<file path="src/rtl/i2c_req_arbiter.sv">
// Round-robin arbiter sharing one i2c_master between NUM_REQ clients.
// The winner's addr/data/rw are latched and held while gnt is set. The master
// is enabled until it reports busy. When the transfer ends, the owner receives
// a one-cycle ack or err pulse.
module i2c_req_arbiter #(
  parameter int unsigned NUM_REQ       = 4,
  parameter int unsigned START_TIMEOUT = 255
) (
  input  logic                 clk,
  input  logic                 areset,
  input  logic [NUM_REQ-1:0]   req,
  input  logic [7*NUM_REQ-1:0] req_addr,
  input  logic [8*NUM_REQ-1:0] req_wdata,
  input  logic [NUM_REQ-1:0]   req_rw,
  output logic [NUM_REQ-1:0]   gnt,
  output logic [NUM_REQ-1:0]   ack,
  output logic [NUM_REQ-1:0]   err,
  output logic [7:0]           rdata,
  output logic [6:0]           m_addr,
  output logic [7:0]           m_data_in,
  output logic                 m_rw,
  output logic                 m_enable,
  input  logic [7:0]           m_data_out,
  input  logic                 m_busy
);

  localparam int unsigned IdxW = (NUM_REQ > 1) ? $clog2(NUM_REQ) : 1;
  localparam int unsigned CntW = $clog2(START_TIMEOUT + 1);
  // The final LAUNCH cycle before giving up; LAUNCH lasts START_TIMEOUT cycles.
  localparam logic [CntW-1:0] CntLast = CntW'(START_TIMEOUT - 1);

  typedef enum logic [2:0] {
    StIdle,
    StArb,
    StLaunch,
    StWaitDone,
    StComplete,
    StFail
  } state_e;

  state_e              r_state;
  logic [IdxW-1:0]     r_rr;
  logic [CntW-1:0]     r_cnt;
  logic [NUM_REQ-1:0]  r_gnt;
  logic [NUM_REQ-1:0]  r_ack;
  logic [NUM_REQ-1:0]  r_err;
  logic [7:0]          r_rdata;
  logic [6:0]          r_m_addr;
  logic [7:0]          r_m_data_in;
  logic                r_m_rw;
  logic                r_m_enable;

  logic                w_found;
  logic [IdxW-1:0]     w_idx;
  logic [IdxW-1:0]     w_win;
  logic [IdxW-1:0]     w_rr_next;
  logic [NUM_REQ-1:0]  w_win_oh;
  logic [6:0]          w_win_addr;
  logic [7:0]          w_win_wdata;
  logic                w_win_rw;

  // Winner search: first asserted request scanning upward from the rr pointer.
  always_comb begin
    w_found     = 1'b0;
    w_idx       = '0;
    w_win       = '0;
    w_win_oh    = '0;
    w_win_addr  = '0;
    w_win_wdata = '0;
    w_win_rw    = 1'b0;
    for (int unsigned i = 0; i < NUM_REQ; i++) begin
      w_idx = IdxW'((32'(r_rr) + i) % NUM_REQ);
      if (!w_found && req[w_idx]) begin
        w_found = 1'b1;
        w_win   = w_idx;
      end
    end
    for (int unsigned j = 0; j < NUM_REQ; j++) begin
      if (w_win == IdxW'(j)) begin
        w_win_oh[j] = 1'b1;
        w_win_addr  = req_addr[7*j +: 7];
        w_win_wdata = req_wdata[8*j +: 8];
        w_win_rw    = req_rw[j];
      end
    end
    w_rr_next = (w_win == IdxW'(NUM_REQ - 1)) ? '0 : w_win + IdxW'(1);
  end

  // Transfer FSM with all outputs registered.
  always_ff @(posedge clk or negedge areset) begin
    if (!areset) begin
      r_state     <= StIdle;
      r_rr        <= '0;
      r_cnt       <= '0;
      r_gnt       <= '0;
      r_ack       <= '0;
      r_err       <= '0;
      r_rdata     <= '0;
      r_m_addr    <= '0;
      r_m_data_in <= '0;
      r_m_rw      <= 1'b0;
      r_m_enable  <= 1'b0;
    end else begin
      case (r_state)
        StIdle: begin
          // A busy master means it is not idle yet; hold off arbitration.
          if (!m_busy && |req) r_state <= StArb;
        end
        StArb: begin
          if (w_found) begin
            r_gnt       <= w_win_oh;
            r_m_addr    <= w_win_addr;
            r_m_data_in <= w_win_wdata;
            r_m_rw      <= w_win_rw;
            r_rr        <= w_rr_next;
            r_m_enable  <= 1'b1;
            r_cnt       <= '0;
            r_state     <= StLaunch;
          end else begin
            // Request withdrawn before arbitration; nothing to do.
            r_state <= StIdle;
          end
        end
        StLaunch: begin
          if (m_busy) begin
            r_m_enable <= 1'b0;
            r_state    <= StWaitDone;
          end else if (r_cnt == CntLast) begin
            r_m_enable <= 1'b0;
            r_err      <= r_gnt;
            r_state    <= StFail;
          end else begin
            r_cnt <= r_cnt + 1'b1;
          end
        end
        StWaitDone: begin
          if (!m_busy) begin
            r_ack <= r_gnt;
            if (r_m_rw) r_rdata <= m_data_out;
            r_state <= StComplete;
          end
        end
        StComplete: begin
          r_ack   <= '0;
          r_gnt   <= '0;
          r_state <= StIdle;
        end
        StFail: begin
          r_err   <= '0;
          r_gnt   <= '0;
          r_state <= StIdle;
        end
        default: r_state <= StIdle;
      endcase
    end
  end

  assign gnt       = r_gnt;
  assign ack       = r_ack;
  assign err       = r_err;
  assign rdata     = r_rdata;
  assign m_addr    = r_m_addr;
  assign m_data_in = r_m_data_in;
  assign m_rw      = r_m_rw;
  assign m_enable  = r_m_enable;

endmodule

</file>
<file path="config.mk">
export PLATFORM = sky130hd
export DESIGN_NAME = i2c_req_arbiter
export DESIGN_NICKNAME = d
export VERILOG_FILES = /design/src/rtl/i2c_req_arbiter.sv
export SDC_FILE = /design/constraint.sdc
export NUM_CORES = 1
export LEC_CHECK = 0
export BUFFER_PORTS_ARGS = -buffer_cell sky130_fd_sc_hd__clkbuf_2
export CAP_MARGIN = 25
export CORE_AREA = 2 2 83 85
export CTS_CLUSTER_DIAMETER = 80
export DETAILED_ROUTE_END_ITERATION = 16
export DIE_AREA = 0 0 85 87
export GPL_TIMING_DRIVEN = 0
export PLACE_DENSITY_LB_ADDON = 0.1
export SYNTH_ARGS = -nofsm -noshare
export SYNTH_HDL_FRONTEND = slang
export SYNTH_SLANG_ARGS = --single-unit
export TNS_END_PERCENT = 5
</file>
<file path="constraint.sdc">
create_clock -name clk -period 2.2 [get_ports clk]
set_input_delay 0.22 -clock clk [delete_from_list [all_inputs] [get_ports clk]]
set_output_delay 0.22 -clock clk [all_outputs]
set_load 0.005 [all_outputs]
</file>
Word-level counts from Yosys, hierarchy flattened
Cells that the tools add are included.
{"block": "totals", "inputBits": 79, "ff_bits": 50, "out_inout_bits": 37}
{"block": "op_classes", "eq_ne": 16, "reduce_logical": 24, "n_bitwise": 1, "n_addsub": 5, "order_cmp": 4, "mux": 54}
{"op": "$mux 8", "count": 7}
{"op": "$mux 7", "count": 4}
{"op": "$pmux 4 s2", "count": 3}
{"op": "$mux 1", "count": 19}
{"op": "$mux 4", "count": 4}
{"op": "$pmux 8 s2", "count": 1}
{"op": "$lt 2x3->1 const B", "count": 4}
{"op": "$mux 2", "count": 6}
{"op": "$mux 3", "count": 4}
{"op": "$ne 2x2->1 const B", "count": 6}
{"op": "$pmux 3 s4", "count": 1}
{"op": "$reduce_and 3->1", "count": 4}
{"op": "$add 8x1->8 const B", "count": 1}
{"op": "$bmux 1 s2", "count": 4}
{"op": "$eq 8x8->1 const B", "count": 1}
{"op": "$reduce_bool 2->1", "count": 4}
{"op": "$eq 3x2->1 const B", "count": 2}
{"op": "$eq 3x3->1 const B", "count": 2}
{"op": "$reduce_and 2->1", "count": 3}
{"op": "$add 2x1->2 const B", "count": 2}
{"op": "$add 2x2->2 const B", "count": 2}
{"op": "$eq 2x2->1 const B", "count": 2}
{"op": "$logic_and 1x1->1", "count": 4}
{"op": "$logic_not 1->1", "count": 4}
{"op": "10 further kinds", "count": 10}

Depth between registers and ports, before layout
{"block": "logic_depth", "ltp_word": 17, "depth_mapped": 11, "ltp_nobuf": 9}

Worst setup path before layout
OpenSTA, ideal clock, no wires.
{"block": "synth_path", "path_kind": "register -> register", "startpoint": "register r_rr[1]", "endpoint": "register r_m_data_in[5] (netlist: m_data_in[5])", "setup_ns": 0.127, "setup_slack_ns": 0.004, "path_buffers": 2, "arrival_time_ns": 2.069, "synth_period_minus_slack_ns": 2.196, "stages_incl_launch_ff": 12, "t_required_ns": 2.073, "path_cell_list": "dfrtp_1 nand2b_1 a21oi_1 a211oi_1 inv_1 ha_1 clkbuf_1 clkbuf_1 a21oi_1 o21ai_0 a221oi_1 nor2_1"}
{"block": "synth_via", "elab_chain_cells": 17, "elab_cells_between_ends": 34}
{"item": "from (decl)", "line_no": "42", "text": "logic [IdxW-1:0] r_rr;"}
{"item": "from (signal assigned)", "line_no": "115", "text": "r_rr <= w_rr_next;"}
{"item": "parallel branches: the longest is 17 deep, another holds $add 2x1->2"}
{"item": "to (signal assigned)", "line_no": "113", "text": "r_m_data_in <= w_win_wdata;"}
{"item": "to (decl)", "line_no": "49", "text": "logic [7:0] r_m_data_in;"}
Several ways; the timed one is not identified. The select of a mux whose other input is x is not followed.
A chain may end at the register's enable or synchronous reset.

Worst setup path in the final report
{"block": "layout_path", "startpoint": "register r_rr[1]", "endpoint": "register r_m_addr[4] (netlist: m_addr[4])"}
{"block": "layout_via", "elab_chain_cells": 17, "elab_cells_between_ends": 34}
{"item": "parallel branches: the longest is 17 deep, another holds $add 2x1->2"}
{"item": "to (signal assigned)", "line_no": "112", "text": "r_m_addr <= w_win_addr;"}
{"item": "to (decl)", "line_no": "48", "text": "logic [6:0] r_m_addr;"}
Several ways; the timed one is not identified. The select of a mux whose other input is x is not followed.

==> results.md <==
- Max-slew violation count: 0
- Syn avg cell area: about 9 sq um
- Initial DRC count: between 100 and 150
- Die area: 7395 sq um
- Post-DRT Antenna Nets: 0
- CTS tree: built
- Final worst-path cycle share: 0.9874
- Setup TNS: 0 ps
- Detailed placement HPWL: around 5600 um
- Crit Path Max Fanout: 7
- Io pins: roughly 120
- Status: finished, final reports clean
- Routed wire per std cell: ~15 um
- Crit path time final: 2172 ps
- DR vias: between 2k and 3k
- Clk_lat worst skew: 310 ps
- N_diodes: 0
- Hold slack: around 140 ps
- FMAX: around 460 MHz
- Yosys warns: 0
- Clock Skew: ~3.4 ps
- Leakage dissipation: around 1.9 nW
- DRC: 0
- WP data arrival: 2380 ps
- Register area share after synthesis: 0.4606
- Pre-antenna DRT Iters: 4
- Synthesized area: ~2700 sq um
- Reg clk slew, reported paths: approximately 90 ps
- Final setup viols: 0
- H-tree depth: 2
- Layout cells sized above 1: 0.4292
- Syn Inst Count: between 200 and 300
- Final #Nets: roughly 510
- Vias in the first global route: about 2.5k
- Least-Margin Pin Slew: roughly 880 ps
- CTS max path bufs: 2
- Port Buf Inserts: 115
- Worst path slowest cell: dfrtp_2
- First-pass GRT wire length: about 12,000 um
- Initial Util: 0.4135
- Number of cell rows: 30
- Crit-path cells: and3_4 -> a211oi_4 -> inv_2 -> ha_4 -> nor2b_4 -> buf_6 -> a221oi_4 -> a211o_1 -> a21oi_1
- Rel. slew slack: 0.4105
- Crit path capture type: register
- Syn-to-layout area delta: 38.60%
- Post-Route WL: 7427 um
- Crit path largest cell delay: around 480 ps
- FF+latch count, synth: 50
- Hold Violations, Final: 0
- Die height: roughly 87 um
- VDD IR max: 0.6856 mV
- Power density cells: around 1200 nW/um^2
- RSZ-0062 raised after global routing: yes
- Root buf cell: clkbuf_8
- CTS Buf Count: 5
- CP required: approximately 2400 ps
- Net count after synthesis: about 380
- Synth cell types: 42
- # Max-Cap Violations: 0
- Vias per Instance: 5.208
- Core area: between 6000 and 7000 sq um
- Largest net degree at the start of global routing: 30
- DIE WIDTH: 85 um
- Global placer's final weighted congestion: 0.8258
- Startpoint types: register
- CP Class: reg -> reg
- Total grt overflow: 0
- HP Class: in -> reg
- GRT Total Usage: 0.2050
- Initial antenna violation count: 0
- Clk sink count: 50
layout make-up:
class | count | area [sq um]
well taps | 80 | 100.1
repair buffers | 124 | 661.9
multi-input cells | 199 | 1441
plain buffers | 20 | 132.6
fillers | 606 | 2804
clock inverters | 3 | 21.27
inverters | 23 | 86.33
clock buffers | 5 | 68.82
flip-flops and latches | 50 | 1252
metal layers:
metal  global-route usage  wire [um]  up-vias
li1                     -          -     1321
met1               0.2774       3360     1215
met2               0.3295       3531       80
met3              0.04265        426        9
met4              0.06782        108        0
met5                    0          0        -
critical path: cells and delay by family, from the launching register on:
family	cells	cell delay [ps]
DFF	1	480
adders and majority gates	1	180
AOI/OAI and AO/OA	4	780
buffers and inverters	2	260
and+or+nand+nor	2	350
per-stage QoR:
stage | instance area (sq um) | std cells | total power, mW | worst slack, ps | utilization
floorplan | 2716 | 293 | 2.971 | 4.058 | -
global placement | 3392 | 488 | 3.767 | -434.4 | 0.5164
detailed placement | 3412 | 489 | 3.803 | -447.0 | 0.5194
CTS | 3593 | 499 | 4.472 | 1.468 | 0.5470
global route | 3765 | 504 | 5.079 | -50.96 | 0.5731
finish | 3765 | 504 | 4.682 | 27.79 | 0.5731
cell usage in the layout (no fill, tap or decap), drive strengths merged, types with 2 or more instances in the layout:
cell / count
a211o: 15
o21ai: 13
inv: 23
nand2b: 5
mux2i: 6
nor2b: 3
nand3: 2
nand2: 24
a21o: 2
a31oi: 4
a221oi: 16
a41oi: 2
o22ai: 5
clkbuf: 127
dfrtp: 50
buf: 21
a21oi: 44
nor2: 22
clkinv: 2
nor3b: 3
ha: 6
mux2: 8
nand4: 2
nor4: 2
state kept, by name, indices dropped and copies added, names as in the netlist:
register,count
err,4
m_rw,1
rdata,8
ack,4
gnt,4
r_state,3
r_cnt,8
m_enable,1
m_addr,7
m_data_in,8
r_rr,2
cell families after synthesis:
kind of cell / share of synthesized area
multiplexers: 0.05528
adder cells (fa/ha/maj): 0.02764
AO/OA/AOI/OAI: 0.2616
buffers and inverters: 0.06771
AND/OR/NAND/NOR: 0.1271
flip-flops: 0.4606
power breakdown:
part | internal, mW | switching, mW
sequential | 1.32 | 0.295
clock | 0.224 | 0.321
combinational | 1.21 | 1.31
total | 2.76 | 1.92
repair_timing:
item	4_1_cts	5_1_grt
cloned	0	1
hold endpoints to repair	21	0
gates resized for setup	20	34
hold buffers	1	0
setup endpoints to repair	18	17
pin swaps	3	6
buffers inserted	2	4
final timing paths:
kind / startpoint / slack (ps) / cells past startpoint / end
max in group asynchronous: areset / 1210 / 3 / rdata[0]
worst min register to register: m_enable / 490 / 1 / m_enable
worst min-delay path: m_data_out[6] / 140 / 2 / rdata[6]
worst max-delay path: r_rr[1] / 30 / 9 / m_addr[4]
worst max register to register: r_rr[1] / 30 / 9 / m_addr[4]
min in group asynchronous: areset / 430 / 2 / err[1]
cells in the mapped netlist:
master,count,share of area
and2_1,1,0.0023
nand2_1,24,0.033
o22ai_1,5,0.012
nor2b_1,3,0.0069
nand2b_1,5,0.012
and4b_1,1,0.0037
a21oi_1,44,0.081
a32o_1,1,0.0037
a31oi_1,4,0.0092
o21ai_0,12,0.022
a41oi_2,1,0.0060
mux2_2,8,0.033
nor3b_1,3,0.0083
buf_2,9,0.017
buf_1,1,0.0014
o31ai_1,1,0.0028
a41oi_1,1,0.0032
dfrtp_1,50,0.46
and3_1,1,0.0023
and4_1,1,0.0032
ha_1,6,0.028
a21o_1,2,0.0055
o21ai_1,1,0.0018
a211o_1,15,0.048
a221oi_1,16,0.052
nor3_1,1,0.0018
nor4_1,2,0.0046
inv_1,23,0.032
nand3_1,2,0.0037
and2b_1,1,0.0028
a211oi_1,1,0.0028
clkbuf_1,10,0.014
buf_6,1,0.0041
a22oi_1,1,0.0028
o22a_1,1,0.0032
mux2i_1,6,0.022
nor2_1,22,0.030
nand4_1,2,0.0046
or4b_4,1,0.0051
o21bai_1,1,0.0028
a2111oi_0,1,0.0032
nand3b_1,1,0.0028
Note: power is estimated with default switching activity, not from simulation.
